File: config.mk
export PLATFORM = sky130hd
export DESIGN_NAME = hdbn_encoder
export DESIGN_NICKNAME = d
export VERILOG_FILES = /design/src/rtl/hdbn_encoder.sv
export SDC_FILE = /design/constraint.sdc
export NUM_CORES = 1
export LEC_CHECK = 0
export CAP_MARGIN = 20
export CELL_PAD_IN_SITES_DETAIL_PLACEMENT = 2
export CELL_PAD_IN_SITES_GLOBAL_PLACEMENT = 2
export CORE_UTILIZATION = 30
export CTS_CLUSTER_SIZE = 25
export DETAILED_ROUTE_END_ITERATION = 10
export PLACE_DENSITY = 0.77
export SLEW_MARGIN = 40
export SYNTH_ARGS = -nofsm -noshare
export SYNTH_HDL_FRONTEND = slang
export SYNTH_SLANG_ARGS = --single-unit
File: constraint.sdc
create_clock -name clk -period 1.2 [get_ports clk]
set_input_delay 0.12 -clock clk [delete_from_list [all_inputs] [get_ports clk]]
set_output_delay 0.12 -clock clk [all_outputs]
set_load 0.005 [all_outputs]
File: src/rtl/hdbn_encoder.sv
// HDBn line encoder.
// Converts an NRZ bit stream into bipolar line symbols. In HDBn mode, each run
// of ZMAX+1 zeros is replaced by a B/V or 0/V pattern. In AMI mode, marks simply
// alternate polarity.
// A delay line of L = ZMAX+1 symbol kinds lets the encoder rewrite the oldest zero
// of a window as a B pulse at the moment the window completes.
//
// state        | meaning
// -------------+-------------------------------------------------------------
// r_line[i]    | kind of sample i+1 accepts old (ZERO / MARK / B / V)
// r_zero_cnt   | consecutive zeros accepted since the last mark or V
// r_parity     | odd number of MARK+B pulses since the last V
// r_primed     | accepts since reset, saturating at L (gates out_valid)
// r_last_pos   | polarity of the last non-zero line pulse (1 = positive)
module hdbn_encoder #(
    parameter int ZMAX = 3
) (
    input  logic       clk,
    input  logic       rst,
    input  logic       hdbn_mode,
    input  logic       data_in,
    input  logic       in_valid,
    output logic [1:0] code_out,
    output logic       bp,
    output logic       bn,
    output logic       out_valid,
    output logic       out_viol
);

    localparam int L  = ZMAX + 1;
    localparam int ZW = $clog2(ZMAX + 1);
    localparam int PW = $clog2(L + 1);
    localparam logic [ZW-1:0] ZMAX_C = ZW'(ZMAX);
    localparam logic [PW-1:0] L_C    = PW'(L);

    typedef enum logic [1:0] {
        K_ZERO = 2'd0,
        K_MARK = 2'd1,
        K_B    = 2'd2,
        K_V    = 2'd3
    } kind_t;

    kind_t           r_line [L];
    logic [ZW-1:0]   r_zero_cnt;
    logic            r_parity;
    logic [PW-1:0]   r_primed;
    logic            r_last_pos;
    logic [1:0]      r_code;
    logic            r_viol;
    logic            r_out_valid;

    kind_t           w_line_nxt [L];
    kind_t           w_emit;
    logic            w_sub;
    logic [ZW-1:0]   w_zero_nxt;
    logic            w_parity_nxt;
    logic [1:0]      w_code;
    logic            w_viol;
    logic            w_last_pos_nxt;

    // Input side: classify the new bit, shift the window and insert B/V
    always_comb begin
        w_sub        = hdbn_mode && !data_in && (r_zero_cnt == ZMAX_C);
        w_zero_nxt   = r_zero_cnt;
        w_parity_nxt = r_parity;
        if (data_in) begin
            w_line_nxt[0] = K_MARK;
            w_zero_nxt    = '0;
            w_parity_nxt  = !r_parity;
        end else if (w_sub) begin
            w_line_nxt[0] = K_V;
            w_zero_nxt    = '0;
            // B (if any) and V land on the same edge, so parity restarts at even
            w_parity_nxt  = 1'b0;
        end else begin
            w_line_nxt[0] = K_ZERO;
            if (r_zero_cnt != ZMAX_C) begin
                w_zero_nxt = r_zero_cnt + ZW'(1);
            end
        end
        for (int i = 1; i < L; i++) begin
            w_line_nxt[i] = r_line[i-1];
        end
        // Oldest zero of the window becomes B when the pulse count is even
        if (w_sub && !r_parity) begin
            w_line_nxt[L-1] = K_B;
        end
    end

    // Output side: map the emitted kind to a line polarity
    always_comb begin
        w_emit         = r_line[L-1];
        w_code         = 2'b00;
        w_viol         = 1'b0;
        w_last_pos_nxt = r_last_pos;
        case (w_emit)
            K_MARK, K_B: begin
                w_last_pos_nxt = !r_last_pos;
                w_code         = r_last_pos ? 2'b10 : 2'b01;
            end
            K_V: begin
                w_code = r_last_pos ? 2'b01 : 2'b10;
                w_viol = 1'b1;
            end
            default: begin
                w_code = 2'b00;
            end
        endcase
    end

    // State update on accepted samples; idle cycles hold everything but the strobe
    always_ff @(posedge clk) begin
        if (rst) begin
            for (int i = 0; i < L; i++) begin
                r_line[i] <= K_ZERO;
            end
            r_zero_cnt  <= '0;
            r_parity    <= 1'b0;
            r_primed    <= '0;
            r_last_pos  <= 1'b0;
            r_code      <= 2'b00;
            r_viol      <= 1'b0;
            r_out_valid <= 1'b0;
        end else if (in_valid) begin
            for (int i = 0; i < L; i++) begin
                r_line[i] <= w_line_nxt[i];
            end
            r_zero_cnt  <= w_zero_nxt;
            r_parity    <= w_parity_nxt;
            r_last_pos  <= w_last_pos_nxt;
            r_code      <= w_code;
            r_viol      <= w_viol;
            r_out_valid <= (r_primed == L_C);
            if (r_primed != L_C) begin
                r_primed <= r_primed + PW'(1);
            end
        end else begin
            r_out_valid <= 1'b0;
        end
    end

    assign code_out  = r_code;
    assign bp        = r_code[0];
    assign bn        = r_code[1];
    assign out_valid = r_out_valid;
    assign out_viol  = r_viol;

endmodule

# After elaboration in Yosys (flattened, before gate mapping)
# Memory sizes are Yosys's and may differ from the RTL's.
# Index checks and enable logic that the tools add are counted.
[word_totals] output_inout_bits=6 n_memories=1 regBits=11 input_bits=5 ram_bits=8
[mem_list] name="r_line" depth=4 word_bits=2 read_ports=4 rd_clocked_by_memory_dff=0 wr=4 line_no="43" source="kind_t r_line [L];"
[classes] reduce_logical=14 addsub=2 mux=21 bitwise=5 eq_ne=7
[ops] cell="2-bit two-way mux" n=12
[ops] cell="1-bit two-way mux" n=8
[ops] cell="2-bit AND reduction" n=4
[ops] cell="2-bit == test, second input constant" n=3
[ops] cell="1-bit bitwise OR" n=4
[ops] cell="2-bit case mux with 2 select lines" n=1
[ops] cell="2-bit OR reduction" n=2
[ops] cell="3-bit by 1-bit adder with 3-bit output, second input constant" n=1
[ops] cell="3-bit == test, second input constant" n=1
[ops] cell="1-bit logical AND" n=3
[ops] cell="1-bit zero test" n=3
[ops] cell="3-bit inequality test, second input constant" n=1
[ops] cell="3-bit nonzero test" n=1
[ops] cell="2-bit by 1-bit adder with 2-bit output, second input constant" n=1
[ops] cell="2-bit by 1-bit == test with 1-bit output, second input constant" n=1
[ops] cell="2-bit inequality test, second input constant" n=1
[ops] cell="2-bit nonzero test" n=1
[ops] cell="1-bit NOT" n=1

# Longest topological paths before layout
# Gate-level depths: netlist of the first run.
[logic_depth] word_depth=6 mapped_depth=5 mapped_depth_nobuf=5

# Worst setup path after synthesis of the first run
# No wires, ideal clock.
[synth_timing] path_kind="reg-to-reg" from="register r_primed[0]" to="register r_primed[1]" t_arrival_ns=1.145 period_less_slack_ns=1.272 path_stages_with_launch=6 setup_slack_ns=-0.072 setup_time_ns=0.127 path_cell_list="dfxtp_1 > inv_1 > ha_1 > a21boi_0 > mux2i_1 > nor2_1"
[synth_via] elab_chain_len=2 word_cells_on_any_way=3
[synth_rtl] item="start: declaration" line_no="46" source="logic [PW-1:0] r_primed;"
[synth_rtl] item="start signal: assignment" line_no="135" source="r_primed <= r_primed + PW'(1);"
[synth_rtl] item="branches (longest 2 deep; another with 3-bit by 1-bit adder with 3-bit output)"
# Several ways; the timed one is not identified.
# A chain may end at the register's enable or synchronous reset.

# Worst setup path in the final report of the first run
[layout_timing] from="register r_zero_cnt[0]" to="register r_zero_cnt[0]"
[layout_via] elab_chain_len=4 word_cells_on_any_way=9
[layout_rtl] item="start: declaration" line_no="44" source="logic [ZW-1:0] r_zero_cnt;"
[layout_rtl] item="start signal: assignment" line_no="128" source="r_zero_cnt <= w_zero_nxt;"
[layout_rtl] item="2-bit by 1-bit adder with 2-bit output / 2-bit == test (equally long branches)" line_no="78, 63"
[layout_rtl] item="2-bit two-way mux / 1-bit logical AND (equally long branches)" line_no="77, 63"
[layout_rtl] item="2-bit two-way mux / 3-bit nonzero test (equally long branches)"
[layout_rtl] item="2-bit two-way mux / 2-bit AND reduction (equally long branches)"
# Several ways; a longest one is shown, not always the timed one. The select of a mux whose other input is x is not followed.

==> results.py, run 1 <==
metrics = {
    "power_and_ir_drop": {
        "sw_frac_of_total_pct": 25.0,
        "comb_power_share_pct": 16.9,
        "power.total_w": 0.00129,
        "power.share.sequential_pct": 57.0,
        "clockPowerShare_pct": 26.0,
        "power.density_cell_area_nw_per_um2": 1100,
        "static-leakage-power_nw": 0.494,
        "vdd_drop_max_mv": 0.748,
        "cell_internal_pwr_w": 0.000968,
        "power_dissipated_by_switching_net_loads_w": 0.000323,
    },
    "floorplan": {
        "io_pins": 11,
        "placementRows": 18,
        "effective_utilization_at_floorplan_pct": 32.6,
        "coreArea_um2": 2540,
        "die-area_um2": 2980,
        "die_outline_width_um": 54.6,
        "chipHeight_um": 54.6,
    },
    "critical_path": {
        "r2r.worst_path.cells": 3,
        "crit_arrival_ns": 1.43,
        "worstSetupStartpointType": "flop",
        "end_kind": "flop",
        "worst-endpoint-required_ns": 1.44,
        "critPathKind": "reg2reg",
        "path_max_fanout": 4,
    },
    "cts": {
        "cts_hold_buffers": 0,
        "worst_skew_pair.late_latency_ns": 0.30,
        "cts-buffers-inserted": 3,
        "clock-sinks": 19,
        "clk_root_buffer_cell": "clkbuf_4",
        "h-tree-depth": 1,
        "clock_path_buffers": 2,
        "tritoncts": "yes",
        "worst_setup_hold_path_clk_slew_ns": 0.11,
    },
    "drt": {
        "first_iter_violations": 4,
        "drt-wirelength-per-cell_um": 14.2,
        "dr_wl_met2_mm": 1.09,
        "finalWirelength_mm": 1.89,
        "detail_route.drc_violations": 0,
        "drt-vias-per-instance": 4.91,
        "dr_wl_met3_um": 76,
        "number_of_vias_in_the_routed_layout": 653,
        "drt_pass1_iterations": 2,
        "met1Wirelength_um": 712,
        "dr.max_layer_used": "met4",
        "drtAntennaViolNets": 0,
    },
    "synth": {
        "post_synthesis_net_count": 85,
        "post_synth_inst_count": 76,
        "synth.yosys.seq_area_share_pct": 55.4,
        "synth_area_per_cell_um2": 10.9,
        "ys_warn_count": 0,
        "post_synth_instance_area_um2": 831,
        "ys_seq_elements": 19,
        "synth.lib_cells_used.distinct": 28,
    },
    "job": {
        "cap_violations": 0,
    },
    "placed_design": {
        "dpl.hpwl_mm": 1.40,
        "globalplace.congestion": 0.673,
        "io_buffer_count": 10,
        "dpl.cell_count": 125,
    },
    "outcome": {
        "status": "finished, final reports clean",
    },
    "layout": {
        "layout.nets": 113,
        "num_antenna_cells": 0,
        "layout-area-overhead-vs-synth_pct": 41.6,
        "fraction_of_final_layout_cells_sized_beyond_drive_strength_1_pct": 36.9,
        "final_cells": 133,
    },
    "global_route": {
        "grt_max_degree": 11,
        "total_congestion_overflow": 0,
        "grt_pass1_wl_mm": 3.07,
        "antenna_found_initial": 0,
        "via_count_of_the_first_global_routing_pass": 668,
        "grt_use_total_pct": 15.5,
    },
    "timing": {
        "tightest_slew_ns": 0.285,
        "max_freq_mhz": 842,
        "period_minus_slack_ns": 1.19,
        "setup_viol_count_final": 0,
        "final.setup_skew_ns": 0.00106,
        "report.final.slew_viol_count": 0,
        "final.hold.worst_slack_ns": 0.509,
        "hold_violations": 0,
        "min_period_over_period_pct": 99.0,
        "max_slew_margin_pct": 80.9,
        "rsz0062_at_grt": "true",
    },
    "hold_path": {
        "holdCritPathClass": "in2reg",
        "worst_hold_path.num_cells": 2,
    },
}
-- registers in the layout, indices dropped and copies added, names as in the netlist --
name,cells
out_valid,1
r_line,8
r_primed,3
out_viol,1
r_parity,1
r_last_pos,1
code_out,2
r_zero_cnt,2
-- metrics by stage --
| stage | setup slack, ns | TNS [ns] | util, % | area, µm² |
|---|---|---|---|---|
| 3_3_place_gp | -0.195 | -2.43 | 41.0 | 1040 |
| 6_report | 0.0118 | 0 | 46.2 | 1180 |
| 4_1_cts | 0.00255 | 0 | 43.6 | 1110 |
| 2_1_floorplan | 0.0132 | 0 | - | 831 |
| 3_5_place_dp | -0.252 | -3.50 | 41.0 | 1040 |
| 5_1_grt | -0.0122 | -0.0122 | 46.2 | 1180 |
-- area by class of cell --
cell class,instances,area [µm²]
clock buffers,4,26.3
repair buffers,27,224
fillers,279,1370
well taps,30,37.5
multi-input cells,50,408
inverters,3,11.3
flip-flops and latches,19,469
-- worst paths after layout --
kind                    to          start  slack (ns)
max          r_zero_cnt[0]  r_zero_cnt[0]        0.01
min               r_parity            rst        0.51
max reg2reg  r_zero_cnt[0]  r_zero_cnt[0]        0.01
min reg2reg       out_viol       out_viol        0.52
-- cell usage in the layout, fill, tap and decap left out --
master / instances
a211oi_1: 2
a21boi_4: 1
a21oi_1: 2
a21oi_2: 1
a21oi_4: 1
and2_1: 4
and3_1: 1
and4b_1: 1
buf_4: 16
buf_6: 1
clkbuf_1: 1
clkbuf_4: 3
clkdlybuf4s50_1: 4
dfxtp_1: 4
dfxtp_2: 7
dlygate4sd2_1: 6
edfxtp_1: 8
ha_1: 1
ha_4: 3
inv_1: 1
inv_2: 2
mux2i_1: 4
nand2_1: 1
nand2b_1: 2
nand3b_1: 3
nor2_1: 10
nor2b_1: 1
nor3_1: 1
nor3b_1: 1
nor3b_2: 1
o21a_1: 1
o21ai_0: 4
or2_2: 1
or4_4: 1
xnor2_1: 1
xor2_1: 1
-- what timing repair did --
action,4_1_cts,5_1_grt
gates resized for setup,15,12
pin swaps,0,3
setup endpoints to repair,11,4
setup buffers,3,1
-- power by group through the flow --
stage	Sequential, W	Combinational [W]	Clock (W)
CTS	0.000733	0.000197	0.000343
global route	0.000742	0.000245	0.000382
detailed placement	0.000746	0.000187	0
finish	0.000737	0.000219	0.000336
global placement	0.000743	0.000176	0
floorplan	0.000744	0.0000904	0
-- cell usage after synthesis (all sizes together) --
| master | count | share of area [%] |
|---|---|---|
| clkbuf | 1 | 0.45 |
| or2 | 1 | 0.75 |
| buf | 3 | 2.4 |
| o21a | 1 | 0.90 |
| nand2 | 1 | 0.45 |
| nor2b | 1 | 0.75 |
| xor2 | 1 | 1.1 |
| and4b | 1 | 1.2 |
| a21oi | 4 | 2.4 |
| and2 | 4 | 3.0 |
| xnor2 | 1 | 1.1 |
| dfxtp | 11 | 27 |
| nor3b | 2 | 1.8 |
| or4 | 1 | 0.90 |
| and3 | 1 | 0.75 |
| nor3 | 1 | 0.60 |
| a211oi | 2 | 1.8 |
| ha | 4 | 6.0 |
| inv | 3 | 1.4 |
| nor2 | 10 | 4.5 |
| nand3b | 3 | 2.7 |
| nand2b | 2 | 1.5 |
| o21ai | 4 | 2.4 |
| edfxtp | 8 | 29 |
| a21boi | 1 | 0.90 |
| mux2i | 4 | 4.8 |
-- critical path: stages (launching register included) --
cell and delay [ns]:
dfxtp_2 0.36, ha_4 0.17, or4_4 0.48, a21oi_2 0.12
-- cell families after synthesis --
logic type	Yosys count	synth area share, %
AND/OR/NAND/NOR	28	19.0
buffers and inverters	7	4.22
flip-flops	19	55.4
adder cells (fa/ha/maj)	4	6.02
XOR/XNOR	2	2.11
AO/OA/AOI/OAI	12	8.43
multiplexers	4	4.82
-- layer usage --
layer  up-vias  global-route usage [%]
met5         -                       0
met4         0                    5.13
met3         2                    5.83
met2        13                    29.1
met1       321                    15.4
li1        317                       -
Note: power is estimated with default switching activity, not from simulation.
==> run 2: changes to the inputs <==
Settings changed: HOLD_SLACK_MARGIN set to 0.05.
==> results of run 2 <==
Same layout as run 1: the final DEF is identical, and so are final timing and power.
